[config.mk]
export PLATFORM = sky130hd
export DESIGN_NAME = prescaled_counter
export DESIGN_NICKNAME = d
export VERILOG_FILES = /design/src/rtl/prescaled_counter_pkg.sv /design/src/rtl/prescaled_counter_tick_gen.sv /design/src/rtl/prescaled_counter.sv
export SDC_FILE = /design/constraint.sdc
export NUM_CORES = 1
export LEC_CHECK = 0
export ABC_AREA = 1
export CAP_MARGIN = 10
export CORE_MARGIN = 2
export CORE_UTILIZATION = 25
export CTS_CLUSTER_DIAMETER = 80
export CTS_CLUSTER_SIZE = 28
export DETAILED_ROUTE_END_ITERATION = 16
export HOLD_SLACK_MARGIN = 0.1
export MAX_ROUTING_LAYER = met4
export PLACE_DENSITY = 0.55
export SLEW_MARGIN = 10
export SYNTH_ARGS = -nofsm -noshare
export SYNTH_HDL_FRONTEND = slang
export SYNTH_SLANG_ARGS = --single-unit
[constraint.sdc]
create_clock -name i_clk -period 2.8 [get_ports i_clk]
set_input_delay 0.56 -clock i_clk [delete_from_list [all_inputs] [get_ports i_clk]]
set_output_delay 0.56 -clock i_clk [all_outputs]
set_load 0.1 [all_outputs]
[src/rtl/prescaled_counter_pkg.sv]
// Shared constants for the prescaled counter: count directions and default widths.
package prescaled_counter_pkg;

    localparam logic DIR_UP   = 1'b1;
    localparam logic DIR_DOWN = 1'b0;

    localparam int WIDTH_DEF = 12;
    localparam int DIV_W_DEF = 23;

endpackage

[src/rtl/prescaled_counter_tick_gen.sv]
// Prescaler for the prescaled counter: emits a one-cycle tick every div_max+1 enabled cycles.
module tick_gen
    import prescaled_counter_pkg::*;
#(
    parameter int DIV_W = DIV_W_DEF
) (
    input  logic             i_clk,
    input  logic             i_rst_n,
    input  logic             i_en,
    input  logic             i_clr,
    input  logic [DIV_W-1:0] i_div_max,
    output logic             o_tick
);

    localparam logic [DIV_W-1:0] ONE = DIV_W'(1);

    logic [DIV_W-1:0] r_presc;
    logic             w_match;

    // Exact match only: a lowered div_max lets the prescaler run through 2^DIV_W before stepping.
    assign w_match = (r_presc == i_div_max);
    assign o_tick  = i_en && !i_clr && w_match;

    always_ff @(posedge i_clk or negedge i_rst_n) begin
        if (!i_rst_n) begin
            r_presc <= '0;
        end else if (i_clr) begin
            r_presc <= '0;
        end else if (i_en) begin
            if (w_match) begin
                r_presc <= '0;
            end else begin
                r_presc <= r_presc + ONE;
            end
        end
    end

endmodule

[src/rtl/prescaled_counter.sv]
// Prescaled up/down counter with programmable modulo, load, enable and step/wrap strobes.
// Define PRESCALED_COUNTER_SATURATE_EN to saturate at the range ends instead of wrapping.
module prescaled_counter
    import prescaled_counter_pkg::*;
#(
    parameter int WIDTH = WIDTH_DEF,
    parameter int DIV_W = DIV_W_DEF
) (
    input  logic             i_clk,
    input  logic             i_rst_n,
    input  logic             i_en,
    input  logic             i_up,
    input  logic [DIV_W-1:0] i_div_max,
    input  logic [WIDTH-1:0] i_max_val,
    input  logic             i_load,
    input  logic [WIDTH-1:0] i_load_val,
    output logic [WIDTH-1:0] o_count,
    output logic             o_step,
    output logic             o_wrap
);

    localparam logic [WIDTH-1:0] ONE = WIDTH'(1);

    logic [WIDTH-1:0] r_count;
    logic             r_step;
    logic             r_wrap;
    logic             w_tick;
    logic [WIDTH-1:0] w_next_count;
    logic             w_next_wrap;

    tick_gen #(
        .DIV_W (DIV_W)
    ) u_tick_gen (
        .i_clk     (i_clk),
        .i_rst_n   (i_rst_n),
        .i_en      (i_en),
        .i_clr     (i_load),
        .i_div_max (i_div_max),
        .o_tick    (w_tick)
    );

    // Value and wrap flag the count would take if a step happened this cycle.
    always_comb begin
        w_next_count = r_count;
        w_next_wrap  = 1'b0;
        if (i_up == DIR_UP) begin
            if (r_count >= i_max_val) begin
`ifdef PRESCALED_COUNTER_SATURATE_EN
                w_next_count = i_max_val;
`else
                w_next_count = '0;
                w_next_wrap  = 1'b1;
`endif
            end else begin
                w_next_count = r_count + ONE;
`ifdef PRESCALED_COUNTER_SATURATE_EN
                w_next_wrap  = (w_next_count == i_max_val);
`endif
            end
        end else begin
            if (r_count == '0) begin
`ifdef PRESCALED_COUNTER_SATURATE_EN
                w_next_count = '0;
`else
                w_next_count = i_max_val;
                w_next_wrap  = 1'b1;
`endif
            end else if (r_count > i_max_val) begin
                w_next_count = i_max_val;
            end else begin
                w_next_count = r_count - ONE;
`ifdef PRESCALED_COUNTER_SATURATE_EN
                w_next_wrap  = (r_count == ONE);
`endif
            end
        end
    end

    always_ff @(posedge i_clk or negedge i_rst_n) begin
        if (!i_rst_n) begin
            r_count <= '0;
            r_step  <= 1'b0;
            r_wrap  <= 1'b0;
        end else if (i_load) begin
            r_count <= i_load_val;
            r_step  <= 1'b0;
            r_wrap  <= 1'b0;
        end else if (w_tick) begin
            r_count <= w_next_count;
            r_step  <= 1'b1;
            r_wrap  <= w_next_wrap;
        end else begin
            r_step  <= 1'b0;
            r_wrap  <= 1'b0;
        end
    end

    assign o_count = r_count;
    assign o_step  = r_step;
    assign o_wrap  = r_wrap;

endmodule

**Word-level counts from Yosys, hierarchy flattened**

Cells that the tools add are included.
W data, S select, Z words.

- Output and inout port bits: 14
- Bits in registers: 37
- Input bits: 52

- Add/sub/neg operators: 3
- Equality and inequality tests: 1
- Mux-type cells: 16
- Reduce and logical (&&, ||, !) cells: 6
- Order comparisons: 2

Operator list:

| operator | count |
|---|---|
| $mux W12 | 6 |
| $mux W23 | 3 |
| $add A23 B1 Y23 const B | 1 |
| $eq A23 B23 Y1 | 1 |
| $add A12 B1 Y12 const B | 1 |
| $ge A12 B12 Y1 | 1 |
| $gt A12 B12 Y1 | 1 |
| $logic_not A12 Y1 | 1 |
| $sub A12 B1 Y12 const B | 1 |
| $mux W1 | 7 |
| $reduce_bool A2 Y1 | 2 |
| $logic_and A1 B1 Y1 | 2 |
| $logic_not A1 Y1 | 1 |

**Logic depth before layout (Yosys ltp)**

Gate-level depths: netlist of the first run.

- Word-level depth: 6
- Depth in mapped cells: 17
- Depth with buffers taken out: 16

**Modules after synthesis**

From an unflattened synthesis of the first run, not the netlist that was laid out.

- Cells, all modules: 639
- Area, all modules: 4037.6 sq um

By module, submodules not included:

| module | instances | cells an instance | sequential area each (sq um) | area an instance (sq um) |
|---|---|---|---|---|
| tick_gen | 1 | 343 | 575.6 | 2055.7 |
| prescaled_counter | 1 | 296 | 350.3 | 1981.9 |

**Worst setup path before layout of the first run**

No wires, ideal clock.

- Kind: register to register
- Start point: reg r_count[0], in the netlist o_count[0]
- End point: reg r_count[11], in the netlist o_count[11]
- Slack: 264 ps
- Cell stages (with the launch flop): 13
- Arrival: 2416 ps
- Setup time: 120 ps
- Path through: dfrtp_1 > inv_1 > ha_1 > nand2_1 > nor2_1 > nand2_1 > nand2_1 > clkbuf_1 > nand3_1 > nand3_1 > nand2_1 > nand2_1 > nand2_1

- Word-level cells in the longest chain between the ends: 6

RTL lines:

| element | line | RTL |
|---|---|---|
| from (decl) | prescaled_counter.sv:24 | `logic [WIDTH-1:0] r_count;` |
| from (signal assigned) | prescaled_counter.sv:85 | `r_count <= i_load_val;` |
| from (signal assigned) | prescaled_counter.sv:89 | `r_count <= w_next_count;` |
| $sub A12 B1 Y12 or $gt A12 B12 Y1 (tied branches) | prescaled_counter.sv:71, prescaled_counter.sv:68 |  |
| $mux W12 | prescaled_counter.sv:68 | `end else if (r_count > i_max_val) begin` |
| $mux W12 | prescaled_counter.sv:61 | `if (r_count == '0) begin` |
| $mux W12 (*) | prescaled_counter.sv:46 | `if (i_up == DIR_UP) begin` |
| $mux W12 (*) | prescaled_counter.sv:88 | `end else if (w_tick) begin` |
| $mux W12 (*) | prescaled_counter.sv:84 | `end else if (i_load) begin` |

Mark *: on every way between the ends. The rest lies on a longest branch, timed or not. The select of a mux whose other input is x is not followed.
A chain may end at the register's enable or synchronous reset.

**Worst setup path after layout of the first run**

- Start point: in i_max_val[11]
- End point: reg r_count[3], in the netlist o_count[3]

- Word-level cells in the longest chain between the ends: 6

RTL lines:

| element | line | RTL |
|---|---|---|
| from (decl) | prescaled_counter.sv:14 | `input logic [WIDTH-1:0] i_max_val,` |
| $gt A12 B12 Y1 | prescaled_counter.sv:68 |  |
| $mux W12 | prescaled_counter.sv:68 |  |
| $mux W12 | prescaled_counter.sv:61 |  |
| $mux W12 (*) | prescaled_counter.sv:46 |  |
| $mux W12 (*) | prescaled_counter.sv:88 |  |
| $mux W12 (*) | prescaled_counter.sv:84 |  |

Marks and branches as above.

==> qor.tcl, run 1 <==
set qor(dp_worst_slack_ns) 0.0365
set qor(cts_buffers) 5
set qor(ys_top_cells_by_area) {dfrtp_1, nand2_1, inv_1}
set qor(post_synth_num_cell_types) 33
set qor(cts_tree) {yes}
set qor(vias_in_the_first_global_route) 3805
set qor(finalWorstSetupSlack_ns) 0.334
set qor(clock_path_buffers) 2
set qor(crit_path_max_fanout) 8
set qor(startpoint_type) {primary input}
set qor(route.detailed.wl_per_inst_um) 13.4
set qor(wire_length_of_the_first_global_routing_pass_um) 17800
set qor(cpPeakStageDelay_ns) 0.46
set qor(cell_area_power_density_mw_per_mm2) 443
set qor(grt_antenna_before_repair) 0
set qor(cts_post_setup_buffers_inserted) 0
set qor(met3WireLength_um) 554
set qor(buffer_ports.inserted) 65
set qor(routed_wirelength_um) 10900
set qor(die_width_um) 123
set qor(met2WireLength_um) 5460
set qor(async_flop_share) 1.00
set qor(filler_cell_count) 1528
set qor(maxCapViolations) 0
set qor(timing.critical_path.to_type) {register}
set qor(final_core_utilization) 0.328
set qor(via_per_inst) 4.57
set qor(drt_drc_violations_left) 0
set qor(netlist_instances) 565
set qor(gp_congestion) 0.945
set qor(yosys-top-cells-count) {nand2_1, inv_1, nor2_1}
set qor(worst_hold_path_type) {primary input to asynchronous set/reset pin}
set qor(cp_common_cell) {nand2_1}
set qor(worst_setup_hold_path_clk_slew_ns) 0.06
set qor(path_class) {primary input to register}
set qor(mappedNetlistNets) 633
set qor(postSynthAreaPerCell_um2) 6.31
set qor(dominantRegCellSynth) {dfrtp_1}
set qor(synth_largest_type_area_fraction) 0.260
set qor(clkSinkCount) 37
set qor(chipHeight_um) 123
set qor(fin_tns_setup_ns) 0
set qor(report.final.setup_viol) 0
set qor(syn_to_final_growth_pct) 27.6
set qor(layout_worst_path_cycle_share) 0.881
set qor(netlist_area_before_placement_mm2) 0.00356
set qor(worstPathBufferInverterCount) 5
set qor(critical_path_arrival_ns) 2.64
set qor(layout.nets) 700
set qor(postSynthRegisterBits) 37
set qor(highest_layer) {met4}
set qor(drive_above_1_share) 0.0807
set qor(fin_crit_ns) 2.47
set qor(yosys.area.top_type) {dfrtp_1}
set qor(achievable-frequency_ghz) 0.406
set qor(floorplan.initialDensity) 0.257
set qor(hold_buffers) 0
set qor(run_status) {completed}
set qor(finalMaxSlewViolations) 0
set qor(timing_hold_violations_final) 0
set qor(rsz0062_at_grt) {false}
set qor(worst_ep_required_time_ns) 2.98
set qor(std_cell_rows) 43
set qor(max_slew.worst_pin.slew_ns) 0.916
set qor(dr.first_iter.drc_count) 227
set qor(grt_overflow_total) 0
set qor(path_cells) {clkdlybuf4s50_1 > inv_1 > ha_1 > nand2_1 > nor2_1 > nand2_1 > inv_1 > nand2_1 > nand2_1 > inv_1 > nand2_1 > o21ai_0 > inv_1 > nand2_1 > nand2_1 > nand2_1}
set qor(die_area_mm2) 0.0152
set qor(io_pins) 66
set qor(grt_start_max_net_pins) 38
set qor(yosysMostFrequentCell) {nand2_1}
set qor(crit_slowest_cell) {clkdlybuf4s50_1}
set qor(detailroute.via_count) 3713
set qor(vdd.ir_drop.worst_mv) 0.222
set qor(detailed_place_hpwl_um) 8590
set qor(groute.usage.overall) 0.152
set qor(wl_met1_um) 4730
set qor(static-leakage-power_nw) 2.23
set qor(fp.coreArea_mm2) 0.0139
set qor(count_of_warnings_emitted_by_yosys) 0
set qor(seq_area_frac_synth) 0.260
set qor(dr.pass1.iters) 5
set qor(antenna-diode-count) 0
set qor(clock-skew-final_ns) 0.00682
set qor(cts_resized) 0
set qor(worst_skew_pair.late_latency_ns) 0.28
set qor(synth-edff-count) 0
set qor(drt.antenna.violating_nets) 0
set qor(cts-htree-levels) 2
set qor(slew_headroom) 0.389
set qor(clock-root-buffer) {clkbuf_16}
set qor(largest_delay_contributor_family_on_the_critical_path) {simple AND/OR/NAND/NOR gates}
through the flow:
stage	hold WS [ns]	instances	total power [mW]	area, um^2
2_1_floorplan	0.264	565	1.14	3560
3_3_place_gp	0.583	805	1.38	4390
3_5_place_dp	0.579	805	1.39	4390
4_1_cts	0.448	812	2.03	4550
5_1_grt	0.480	812	2.14	4550
6_report	0.413	812	2.02	4550
worst paths after layout:
check / startpoint / slack [ns] / cells past startpoint / to
worst max-delay path: i_max_val[11] / 0.33 / 16 / o_count[3]
worst min-delay path: i_rst_n / 0.41 / 1 / u_tick_gen.r_presc[11]
worst max register to register: o_count[5] / 0.62 / 14 / o_count[3]
worst min register to register: u_tick_gen.r_presc[13] / 0.59 / 2 / u_tick_gen.r_presc[13]
max in group asynchronous: i_rst_n / 1.82 / 1 / o_count[6]
min in group i_clk: u_tick_gen.r_presc[13] / 0.59 / 2 / u_tick_gen.r_presc[13]
cell families (layout without fill, tap and decap cells):
group | Yosys count | count (layout) | synth area share
adders and majority gates | 16 | 16 | 0.0562
and+or+nand+nor | 314 | 314 | 0.380
DFF | 37 | 37 | 0.260
AOI/OAI and AO/OA | 50 | 50 | 0.0758
buffers and inverters | 104 | 171 | 0.120
xor gates and xnor gates | 44 | 44 | 0.108
worst reg2reg max path: cells and delay by family (launching register included):
family,cells,cell delay [ns]
adders and majority gates,1,0.31
and+or+nand+nor,9,0.76
AOI/OAI and AO/OA,1,0.22
buffers and inverters,3,0.29
DFF,1,0.55
cells in the final DEF (no fill, tap or decap), drive strengths merged:
cell type / Yosys / layout
buf: 11 / 27
o22ai: 12 / 12
o21bai: 1 / 1
nor3: 12 / 12
nand2: 177 / 177
xor2: 27 / 27
a21oi: 8 / 8
a21o: 1 / 1
nand3: 52 / 52
dfrtp: 37 / 37
nor2: 59 / 59
clkdlybuf4s50: 0 / 50
clkinv: 3 / 4
nand4: 11 / 11
clkbuf: 6 / 5
bufinv: 0 / 1
ha: 16 / 16
o21ai: 28 / 28
inv: 84 / 84
nor4: 1 / 1
xnor2: 17 / 17
and3: 1 / 1
nor3b: 1 / 1
sequential cells by signal (all words and copies together), names as in the netlist:
| register | cells |
|---|---|
| u_tick_gen.r_presc | 23 |
| o_count | 12 |
| o_step | 1 |
| o_wrap | 1 |
routing by layer:
layer / GRT usage / vias to the layer above
li1: - / 1910
met1: 0.178 / 1683
met2: 0.275 / 105
met3: 0.0198 / 15
met4: 0.0362 / 0
met5: - / -
where the power goes:
part           switching, mW  leakage [nW]  internal [mW]
registers             0.0535         0.499          0.560
clock network          0.227        0.0797          0.414
logic                  0.493          1.65          0.270
area by class of cell:
type	count	area, um^2	share of cell area
clock buffer	5	125	0.0275
clock inverter	2	35.0	0.00770
inverter	87	328	0.0721
multi-input combinational	424	2210	0.486
sequential	37	926	0.204
tap	180	225	0.0495
timing repair buffer	77	701	0.154
(Power assumes the default switching activity.)
==> inputs of run 2 (changes only) <==
CTS_CLUSTER_SIZE = not set   (was 28)
==> results of run 2 <==
The final DEF is identical to that of run 1; final timing and power are the same.
==> inputs of run 3 (changes only) <==
CTS_BUF_LIST = sky130_fd_sc_hd__clkbuf_8   (was not set)
HOLD_SLACK_MARGIN = 0.02   (was 0.1)
RECOVER_POWER = 25   (was not set)
==> run 3 against run 2 <==
  * Worst setup slack improved by 0.0024 ns
  * Via count fell by 0.24%
  * Clock power fell by 27%
  * The run now ends with capacitance limit, slew limit left
  * Final cell count did not move
  * Wire length fell by 0.10%
==> qor.tcl, run 3 (synthesized netlist as in run 1, its figures left out) <==
set qor(crit_slowest_cell) {clkdlybuf4s50_1}
set qor(drt_drc_violations_left) 0
set qor(cpPeakStageDelay_ns) 0.46
set qor(rsz0062_at_grt) {false}
set qor(gp_congestion) 0.945
set qor(timing.critical_path.to_type) {register}
set qor(fin_crit_ns) 2.46
set qor(die_width_um) 123
set qor(failed_checks) {capacitance limit, slew limit}
set qor(largest_register) {u_tick_gen.r_presc}
set qor(run_status) {complete, but fails checks}
set qor(maxCapViolations) 1
set qor(grt_antenna_before_repair) 0
set qor(vias_in_the_first_global_route) 3762
set qor(layout_worst_path_cycle_share) 0.880
set qor(hold_buffers) 0
set qor(routed_wirelength_um) 10900
set qor(post_dp_cell_area_mm2) 0.00439
set qor(max_slew.worst_pin.slew_ns) 2.19
set qor(die_area_mm2) 0.0152
set qor(clock-root-buffer) {clkbuf_8}
set qor(route.detailed.wl_per_inst_um) 13.4
set qor(syn_to_final_growth_pct) 26.0
set qor(slew_headroom) -0.461
set qor(crit_path_max_fanout) 8
set qor(cts_post_setup_buffers_inserted) 0
set qor(buffer_ports.inserted) 65
set qor(vdd.ir_drop.worst_mv) 0.163
set qor(cell_area_power_density_mw_per_mm2) 411
set qor(cts-htree-levels) 2
set qor(largest_register_ffs) 23
set qor(worst_hold_path_type) {register to register}
set qor(cts_tree) {yes}
set qor(static-leakage-power_nw) 2.20
set qor(floorplan.initialDensity) 0.257
set qor(largest_delay_contributor_family_on_the_critical_path) {simple AND/OR/NAND/NOR gates}
set qor(antenna-diode-count) 0
set qor(report.final.setup_viol) 0
set qor(startpoint_type) {primary input}
set qor(met3WireLength_um) 524
set qor(clock_path_buffers) 2
set qor(fin_cells) 812
set qor(cts_buffers) 5
set qor(wire_length_of_the_first_global_routing_pass_um) 17800
set qor(worstPathBufferInverterCount) 5
set qor(met2WireLength_um) 5490
set qor(dr.pass1.iters) 5
set qor(layout_commonest_cell) {nand2_1}
set qor(io_pins) 66
set qor(wl_met1_um) 4780
set qor(groute.usage.overall) 0.151
set qor(path_cells) {clkdlybuf4s50_1 > inv_1 > ha_1 > nand2_1 > nor2_1 > nand2_1 > inv_1 > nand2_1 > nand2_1 > inv_1 > nand2_1 > o21ai_0 > inv_1 > nand2_1 > nand2_1 > nand2_1}
set qor(fin_tns_setup_ns) 0
set qor(critical_path_arrival_ns) 2.66
set qor(dr.first_iter.drc_count) 235
set qor(worst_setup_hold_path_clk_slew_ns) 0.08
set qor(timing_hold_violations_final) 0
set qor(layout.cells.most_common_list) {nand2_1, inv_1, nor2_1}
set qor(design_area_mm2) 0.00449
set qor(drt.antenna.violating_nets) 0
set qor(clock-skew-final_ns) 0.00572
set qor(grt_start_max_net_pins) 38
set qor(clkSinkCount) 37
set qor(cts_resized) 0
set qor(numPlacedInstances) 805
set qor(worst_skew_pair.late_latency_ns) 0.29
set qor(worst_ep_required_time_ns) 2.99
set qor(finalMaxSlewViolations) 38
set qor(chipHeight_um) 123
set qor(achievable-frequency_ghz) 0.406
set qor(layout.nets) 700
set qor(fp.coreArea_mm2) 0.0139
set qor(path_class) {primary input to register}
set qor(highest_layer) {met4}
set qor(detailroute.via_count) 3704
set qor(detailed_place_hpwl_um) 8590
set qor(drive_above_1_share) 0.0791
set qor(std_cell_rows) 43
set qor(via_per_inst) 4.56
set qor(cp_common_cell) {nand2_1}
set qor(grt_overflow_total) 0
==> run 3: routing by layer <==
layer / vias up / GRT usage
li1: 1906 / -
met1: 1698 / 0.179
met2: 93 / 0.275
met3: 7 / 0.0189
met4: 0 / 0.0305
met5: - / -
==> run 3: final cells by class <==
cell class,instances,area [um^2]
Inverter,87,328
Multi-Input combinational cell,424,2210
Timing Repair Buffer,77,699
Clock buffer,5,68.8
Sequential cell,37,926
Fill cell,1529,9390
Tap cell,180,225
Clock inverter,2,35.0
==> run 3: stage by stage <==
stage                     utilization  hold WS, ns  power, mW  setup slack, ns
after floorplan                     -        0.264       1.14            0.264
after global placement          0.316        0.583       1.38           0.0528
after detailed placement        0.316        0.579       1.39           0.0365
after CTS                       0.324        0.425       1.86            0.337
after global routing            0.324        0.653       1.96            0.125
final                           0.324        0.597       1.84            0.336
==> run 3: worst min-delay path: cells and delay by family (launching register included) <==
family / cells / cell delay [ns]
AO/OA/AOI/OAI: 1 / 0.06
flip-flops: 1 / 0.43
AND/OR/NAND/NOR: 1 / 0.07
==> run 3: final timing paths <==
check                                  startpoint                      to  slack [ns]  depth (start not counted)
max                                 i_max_val[11]              o_count[3]        0.34                         16
min                        u_tick_gen.r_presc[13]  u_tick_gen.r_presc[13]        0.60                          2
max reg2reg                            o_count[5]              o_count[3]        0.60                         14
min reg2reg                u_tick_gen.r_presc[13]  u_tick_gen.r_presc[13]        0.60                          2
max in group asynchronous                 i_rst_n              o_count[6]        0.65                          1
min in group asynchronous                 i_rst_n  u_tick_gen.r_presc[14]        0.91                          1
==> run 3: report_power, final <==
part	switching [mW]	total [mW]	internal, mW
Sequential	0.0537	0.612	0.559
Combinational	0.493	0.762	0.269
Clock	0.211	0.470	0.259
Total	0.757	1.84	1.09
